**config.mk**
```make
export PLATFORM = sky130hd
export DESIGN_NAME = time_counter_ud
export DESIGN_NICKNAME = d
export VERILOG_FILES = /design/src/rtl/time_counter_ud.sv
export SDC_FILE = /design/constraint.sdc
export NUM_CORES = 1
export LEC_CHECK = 0
export CORE_MARGIN = 2
export CORE_UTILIZATION = 54
export CTS_CLUSTER_SIZE = 14
export DETAILED_ROUTE_END_ITERATION = 6
export PLACE_DENSITY = 0.86
export SLEW_MARGIN = 25
export SYNTH_ARGS = -nofsm -noshare
export SYNTH_HDL_FRONTEND = slang
export SYNTH_SLANG_ARGS = --single-unit
```
**constraint.sdc**
```tcl
create_clock -name clock -period 5.75 [get_ports clock]
set_clock_uncertainty 0.05 [all_clocks]
set_input_delay 1.15 -clock clock [delete_from_list [all_inputs] [get_ports clock]]
set_output_delay 1.15 -clock clock [all_outputs]
set_load 0.05 [all_outputs]
```
**src/rtl/time_counter_ud.sv**
```systemverilog
`default_nettype none
// ============================================================================
//  Module   : time_counter_ud
//  Purpose  : Parametrised up/down time-field counter (sec/min/hour/day).
//             Provides a programmable lower bound, a live inclusive upper bound,
//             parallel load, carry-free adjust inputs, wrap-or-saturate
//             behaviour and automatic correction when max drops below the
//             current value.
//  Ports    : clock        - rising-edge clock
//             reset        - asynchronous active-high reset
//             max          - live upper bound (inclusive)
//             tick_up      - counting increment, may produce carry_flag
//             tick_down    - counting decrement, may produce borrow_flag
//             adjust_up    - setting increment, never produces a flag
//             adjust_down  - setting decrement, never produces a flag
//             load         - parallel load strobe
//             load_value   - value to load (clamped into [VALUE_MIN, max])
//             data_out     - registered field value
//             carry_flag   - one-cycle pulse on up-wrap
//             borrow_flag  - one-cycle pulse on down-wrap
//             at_max       - data_out >= max (combinational)
//             at_min       - data_out <= VALUE_MIN (combinational)
//  Revision : 1.0  initial release
// ============================================================================
module time_counter_ud #(
  parameter int BUS_WIDTH  = 6,
  parameter int VALUE_INIT = 0,
  parameter int VALUE_MIN  = 0,
  parameter int WRAP       = 1
) (
  input  logic                 clock,
  input  logic                 reset,
  input  logic [BUS_WIDTH-1:0] max,
  input  logic                 tick_up,
  input  logic                 tick_down,
  input  logic                 adjust_up,
  input  logic                 adjust_down,
  input  logic                 load,
  input  logic [BUS_WIDTH-1:0] load_value,
  output logic [BUS_WIDTH-1:0] data_out,
  output logic                 carry_flag,
  output logic                 borrow_flag,
  output logic                 at_max,
  output logic                 at_min
);

  localparam logic [BUS_WIDTH-1:0] C_MIN  = BUS_WIDTH'(VALUE_MIN);
  localparam logic [BUS_WIDTH-1:0] C_INIT = BUS_WIDTH'(VALUE_INIT);
  localparam logic                 C_WRAP = (WRAP != 0);

  logic [BUS_WIDTH-1:0] data_q, data_d;
  logic                 carry_q, carry_d;
  logic                 borrow_q, borrow_d;

  logic                 w_illegal;
  logic                 w_tick_act;
  logic                 w_adj_act;
  logic [BUS_WIDTH-1:0] w_up_next;
  logic [BUS_WIDTH-1:0] w_dn_next;
  logic                 w_up_wrap;
  logic                 w_dn_wrap;
  logic [BUS_WIDTH-1:0] w_load_clamped;

  // A bound of zero can never be undercut by an unsigned max, so the check
  // is only built when the lower bound is non-zero.
  generate
    if (VALUE_MIN == 0) begin : g_no_illegal
      assign w_illegal = 1'b0;
    end else begin : g_illegal
      assign w_illegal = (max < C_MIN);
    end
  endgenerate

  assign at_max = (data_q >= max);
  assign at_min = (data_q <= C_MIN);

  // Opposing requests cancel; the pair falls through to the next priority.
  assign w_tick_act = tick_up ^ tick_down;
  assign w_adj_act  = adjust_up ^ adjust_down;

  // Step results shared by tick and adjust paths. Values above max count as
  // at_max, so the +1 can never overflow the bus.
  assign w_up_wrap = at_max & C_WRAP;
  assign w_dn_wrap = at_min & C_WRAP;
  assign w_up_next = at_max ? (C_WRAP ? C_MIN : max)    : (data_q + 1'b1);
  assign w_dn_next = at_min ? (C_WRAP ? max   : data_q) : (data_q - 1'b1);

  assign w_load_clamped = (load_value <= C_MIN) ? C_MIN :
                          ((load_value > max) ? max : load_value);

  always_comb begin
    data_d   = data_q;
    carry_d  = 1'b0;
    borrow_d = 1'b0;
    if (w_illegal) begin
      data_d = C_MIN;
    end else if (load) begin
      data_d = w_load_clamped;
    end else if (w_tick_act) begin
      if (tick_up) begin
        data_d  = w_up_next;
        carry_d = w_up_wrap;
      end else begin
        data_d   = w_dn_next;
        borrow_d = w_dn_wrap;
      end
    end else if (w_adj_act) begin
      data_d = adjust_up ? w_up_next : w_dn_next;
    end else if (data_q > max) begin
      // Live bound fell below the held value (e.g. day 31, month of 30).
      data_d = max;
    end
  end

  always_ff @(posedge clock or posedge reset) begin
    if (reset) begin
      data_q   <= C_INIT;
      carry_q  <= 1'b0;
      borrow_q <= 1'b0;
    end else begin
      data_q   <= data_d;
      carry_q  <= carry_d;
      borrow_q <= borrow_d;
    end
  end

  assign data_out    = data_q;
  assign carry_flag  = carry_q;
  assign borrow_flag = borrow_q;

endmodule
`default_nettype wire

```
==> metrics.json <==
{
  "critPathRequiredTime_ps": 4550,
  "timing_worst_setup_path_type": "input port to primary output",
  "finalSetupViolCount": 0,
  "grt_setup_unrepaired": "false",
  "yosys.cell_count.top_type": "sky130_fd_sc_hd__inv_1",
  "postRouteAntennaNets": 0,
  "timing.final.crit_period_ps": 4710,
  "cp_slowest_stage_delay_ps": 860,
  "post-synth-top-area-cell": "sky130_fd_sc_hd__dfrtp_1",
  "initial_utilization_pct": 56.5,
  "worst-path-buf-inv": 3,
  "synthDominantCellAreaShare_pct": 16.3,
  "diodes": 0,
  "syn_to_layout_area_delta_pct": 25.8,
  "yosys_register_bits": 8,
  "crit_path_start_kind": "input port",
  "dp.final_hpwl_um": 2730,
  "cts-root-to-sink-buffers": 2,
  "cts-buffers-inserted": 3,
  "worstSetupEndpointType": "primary output",
  "timing.max_slew.rel_slack_pct": 42.0,
  "grt_max_degree": 12,
  "min_path_type": "register to register",
  "syn-num-nets": 177,
  "cts_setup_buffers": 0,
  "placementRows": 17,
  "first_pass_iters": 4,
  "critical_path.cell_chain": "clkdlybuf4s50_1, inv_1, ha_1, nand4_1, o21ai_1, clkdlybuf4s50_1",
  "synth-edff-count": 0,
  "fp.coreArea_um2": 2170,
  "floorplan.die.height_um": 51.7,
  "postCtsResizedCells": 0,
  "first_global_vias": 1286,
  "die_width_um": 51.7,
  "post_route_worst_setup_slack_ps": 1040,
  "drt-wirelength-per-cell_um": 16.9,
  "vias_per_cell": 6.51,
  "netlist-cell-type-count": 49,
  "ios": 29,
  "max_slew.worst_pin.slew_ps": 862,
  "slew_violations": 0,
  "irDropWorstVdd_v": 0.000273,
  "cts_tree": "yes",
  "syn-instance-count": 143,
  "power.density_cell_area_nw_per_um2": 250,
  "place.port_buffers": 28,
  "post_route_cells_drive_above_1_share_pct": 8.19,
  "worst-endpoint-arrival_ps": 3510,
  "clk_pin_slew_ps": 50,
  "critPathMaxFanout": 5,
  "status": "finished, final reports clean",
  "post_cts_hold_buffer_count": 0,
  "hold_viol": 0,
  "dominantRegCellSynth": "sky130_fd_sc_hd__dfrtp_1",
  "place_worst_setup_slack_ps": 1090,
  "postSynthAreaPerCell_um2": 8.57,
  "global_route.usage.total_pct": 27.5,
  "cts-htree-levels": 1,
  "die_area_um2": 2670,
  "cpMaxStageDelayCell": "sky130_fd_sc_hd__clkdlybuf4s50_1",
  "globalplace.congestion": 0.941,
  "synthesis.area_um2": 1230,
  "max_cap_violations": 0,
  "ys_warn_count": 0,
  "final.setup.tns_ps": 0,
  "synth_sequential_area_ratio_pct": 16.3,
  "critPathMostFrequentCell": "sky130_fd_sc_hd__clkdlybuf4s50_1",
  "clk-insertion-delay-late_ps": 250,
  "clkSinkCount": 8,
  "remaining_drc_errors": 0,
  "leakage_uw": 0.000647,
  "critical-path-top-delay-family": "buffers and inverters",
  "synthTopCellsByArea": "sky130_fd_sc_hd__dfrtp_1, sky130_fd_sc_hd__ha_1, sky130_fd_sc_hd__mux2i_1, sky130_fd_sc_hd__inv_1, sky130_fd_sc_hd__a21oi_1",
  "achievable-frequency_mhz": 212,
  "finalWirelength_um": 3370,
  "via_count": 1295,
  "overflow": 0,
  "drt_first_iter_violations": 68,
  "grt_antenna_before_repair": 0,
  "fin_crit_sh_pct": 81.9,
  "nets_final": 207,
  "grt_first_pass_wirelength_um": 5530,
  "root_buffer": "sky130_fd_sc_hd__clkbuf_4",
  "synth_common_cells": "sky130_fd_sc_hd__inv_1, sky130_fd_sc_hd__ha_1, sky130_fd_sc_hd__a21oi_1, sky130_fd_sc_hd__dfrtp_1, sky130_fd_sc_hd__nor2_1",
  "proportion_of_register_bits_with_asynchronous_set_or_reset_after_synthesis_pct": 100
}
cell type report:
cell class                 count  area (µm²)
tap                           28        35.0
timing repair buffer          28         280
inverter                      17        68.8
clock buffer                   3        22.5
multi-input combinational    115         936
fill                         174         627
sequential                     8         200
metal layers:
layer / part of all wire [%] / GRT usage (%)
met5: 0 / 0
met4: 2.1 / 9.21
met3: 10 / 6.03
met2: 50 / 49.1
met1: 38 / 32.3
where the power goes:
group,leakage (µW),internal [µW],switching (µW)
combinational,0.000533,104,148
sequential,0.000100,66.2,26.1
clock,0.0000138,23.8,17.9
registers in the layout, summed over array words and instances, names as in the netlist:
signal	flops
borrow_flag	1
carry_flag	1
data_out	6
cells in the final DEF, fill, tap and decap left out, types with 3 or more instances in the layout:
cell | netlist | routed
sky130_fd_sc_hd__mux2i_1 | 6 | 6
sky130_fd_sc_hd__nand2b_1 | 6 | 6
sky130_fd_sc_hd__nor3_1 | 3 | 3
sky130_fd_sc_hd__nand2_1 | 6 | 6
sky130_fd_sc_hd__clkdlybuf4s50_1 | 0 | 28
sky130_fd_sc_hd__o221ai_1 | 4 | 4
sky130_fd_sc_hd__o31ai_1 | 3 | 3
sky130_fd_sc_hd__clkbuf_4 | 0 | 3
sky130_fd_sc_hd__dfrtp_1 | 8 | 8
sky130_fd_sc_hd__and3_1 | 3 | 3
sky130_fd_sc_hd__a21oi_1 | 10 | 10
sky130_fd_sc_hd__xnor2_1 | 3 | 3
sky130_fd_sc_hd__nor2_1 | 8 | 8
sky130_fd_sc_hd__ha_1 | 15 | 15
sky130_fd_sc_hd__inv_1 | 16 | 16
sky130_fd_sc_hd__o21ai_0 | 5 | 5
sky130_fd_sc_hd__nor2b_1 | 5 | 5
metrics by stage:
step                area [µm²]  total power (µW)  std cells  utilization [%]  hold slack, ps
global placement          1520               334        196             70.1             604
CTS                       1540               384        199             71.1             652
finish                    1540               386        199             71.1             654
floorplan                 1230               267        143                -             806
detailed placement        1520               340        196             70.1             637
global route              1540               414        199             71.1             669
tightest hold or removal path: cells and delay by family (launching register included):
kind	cells	cell delay (ps)
and+or+nand+nor	1	90
AOI/OAI and AO/OA	1	70
DFF	1	490
logic make-up (layout without fill, tap and decap cells):
| logic type | after synthesis | in the layout | share of synthesized area, % |
|---|---|---|---|
| AO/OA/AOI/OAI | 48 | 48 | 32.3 |
| multiplexers | 7 | 7 | 5.82 |
| buffers and inverters | 20 | 48 | 7.35 |
| AND/OR/NAND/NOR | 40 | 40 | 19.3 |
| flip-flops | 8 | 8 | 16.3 |
| adder cells (fa/ha/maj) | 15 | 15 | 15.3 |
| XOR/XNOR | 5 | 5 | 3.57 |
path summary, 6_finish.rpt:
| path | slack [ps] | cells past startpoint | startpoint | endpoint |
|---|---|---|---|---|
| max reg2reg | 3300 | 9 | data_out[0] | data_out[0] |
| max in group asynchronous | 4330 | 2 | reset | data_out[4] |
| min reg2reg | 650 | 2 | data_out[5] | data_out[5] |
| min in group asynchronous | 1090 | 2 | reset | data_out[0] |
| max | 1040 | 6 | max[4] | at_max |
| min | 650 | 2 | data_out[5] | data_out[5] |
(Power assumes the default switching activity.)
==> RTL edit: new RTL, same flow settings <==
Remove the register `borrow_q`: a continuous assignment takes its place, so the output `borrow_flag` follows one clock earlier.
--- a/src/rtl/time_counter_ud.sv
+++ b/src/rtl/time_counter_ud.sv
@@ -116,13 +116,13 @@
     if (reset) begin
       data_q   <= C_INIT;
       carry_q  <= 1'b0;
-      borrow_q <= 1'b0;
     end else begin
       data_q   <= data_d;
       carry_q  <= carry_d;
-      borrow_q <= borrow_d;
     end
   end
+
+  assign borrow_q = borrow_d;
 
   assign data_out    = data_q;
   assign carry_flag  = carry_q;
Formal check against the unedited RTL: not equivalent (Yosys sat finds a counterexample within 4 cycles, from zero or initial values and one cycle with reset high).
==> RTL edit against the original RTL <==
  * Sequential cell count fell by 1
  * Routed wire length decreased by 5.6%
  * Synthesized area fell by 11%
  * Largest power group unchanged
  * Non-clock buffer count did not move
  * Cell area shrank 8.5%
  * Die area is 10% lower
  * Power is 3.0% lower
  * Highest routed layer unchanged
  * Register-to-register slack worse by 0.17 ns
  * Sequential share of layout area is 0.57 points lower
  * Count of clock-buffer cells in the layout up 1
  * Critical path type unchanged
  * Utilization up 2.3 points
  * Worst setup slack got worse by 0.017 ns
==> RTL edit: results (changes against the original RTL) <==
Post-Route WL = 3180 µm (was 3370 µm)
post-synthesis compound-gate area fraction = 28.0% (was 32.3%)
placed cells = 182 (was 196)
register area share after synthesis = 16.1% (was 16.3%)
clock buf count = 4 (was 3)
met2 Track Usage GR = 52.7% (was 49.1%)
GR Util All Layers = 28.3% (was 27.5%)
syn nets = 163 (was 177)
Synth area leaders = ha_1, dfrtp_1, mux2_2 (was dfrtp_1, ha_1, mux2i_1)
Multi-Input Combinational = 107 (was 115)
CP Launch Point = max[5] (was max[4])
Max rail drop VDD = 0.150 mV (was 0.273 mV)
post-DP HPWL = 2500 µm (was 2730 µm)
met2 WL = 1610 µm (was 1670 µm)
worst-path maximum fanout = 4 (was 5)
Synth top cells by count = ha_1, inv_1, o21ai_0 (was inv_1, ha_1, a21oi_1)
R2R cell count = 7 (was 9)
met3 Track Usage GR = 5.52% (was 6.03%)
Met3 Routed Length = 274 µm (was 343 µm)
P_leak = 0.602 nW (was 0.647 nW)
Final #Nets = 194 (was 207)
multi-input combinational area share = 60.0% (was 60.7%)
Initial DRC Count = 32 (was 68)
multiplexer share of the synthesized area = 5.18% (was 5.82%)
XOR/XNOR Fraction of Synth Area = 5.64% (was 3.57%)
Cells on Worst Hold Path = 1 (was 2)
status = complete, no violations (unchanged)
clock group share of total power = 12.6% (was 10.8%)
RTL edit: cell types whose count changed after synthesis, moves of 3 or more:
cell / unedited run / this run
a22oi_1: 0 / 5
o31ai_1: 3 / 0
o21ai_0: 5 / 10
mux2i_1: 6 / 0
a21oi_1: 10 / 7
inv_1: 16 / 13
nand3_1: 2 / 6
nor2_1: 8 / 4
mux2_2: 1 / 5
o221ai_1: 4 / 0
nor2b_1: 5 / 1
a221oi_1: 0 / 4
RTL edit: metrics by stage:
step | setup WS (ns) | area [µm²] | hold slack (ns) | utilization, %
6_report | 1.03 | 1410 | 0.675 | 73.4
5_1_grt | 0.916 | 1410 | 0.693 | 73.4
4_1_cts | 1.06 | 1410 | 0.669 | 73.4
3_5_place_dp | 1.09 | 1390 | 0.661 | 72.1
3_3_place_gp | 1.15 | 1390 | 0.658 | 72.1
2_1_floorplan | 1.67 | 1090 | 0.901 | -
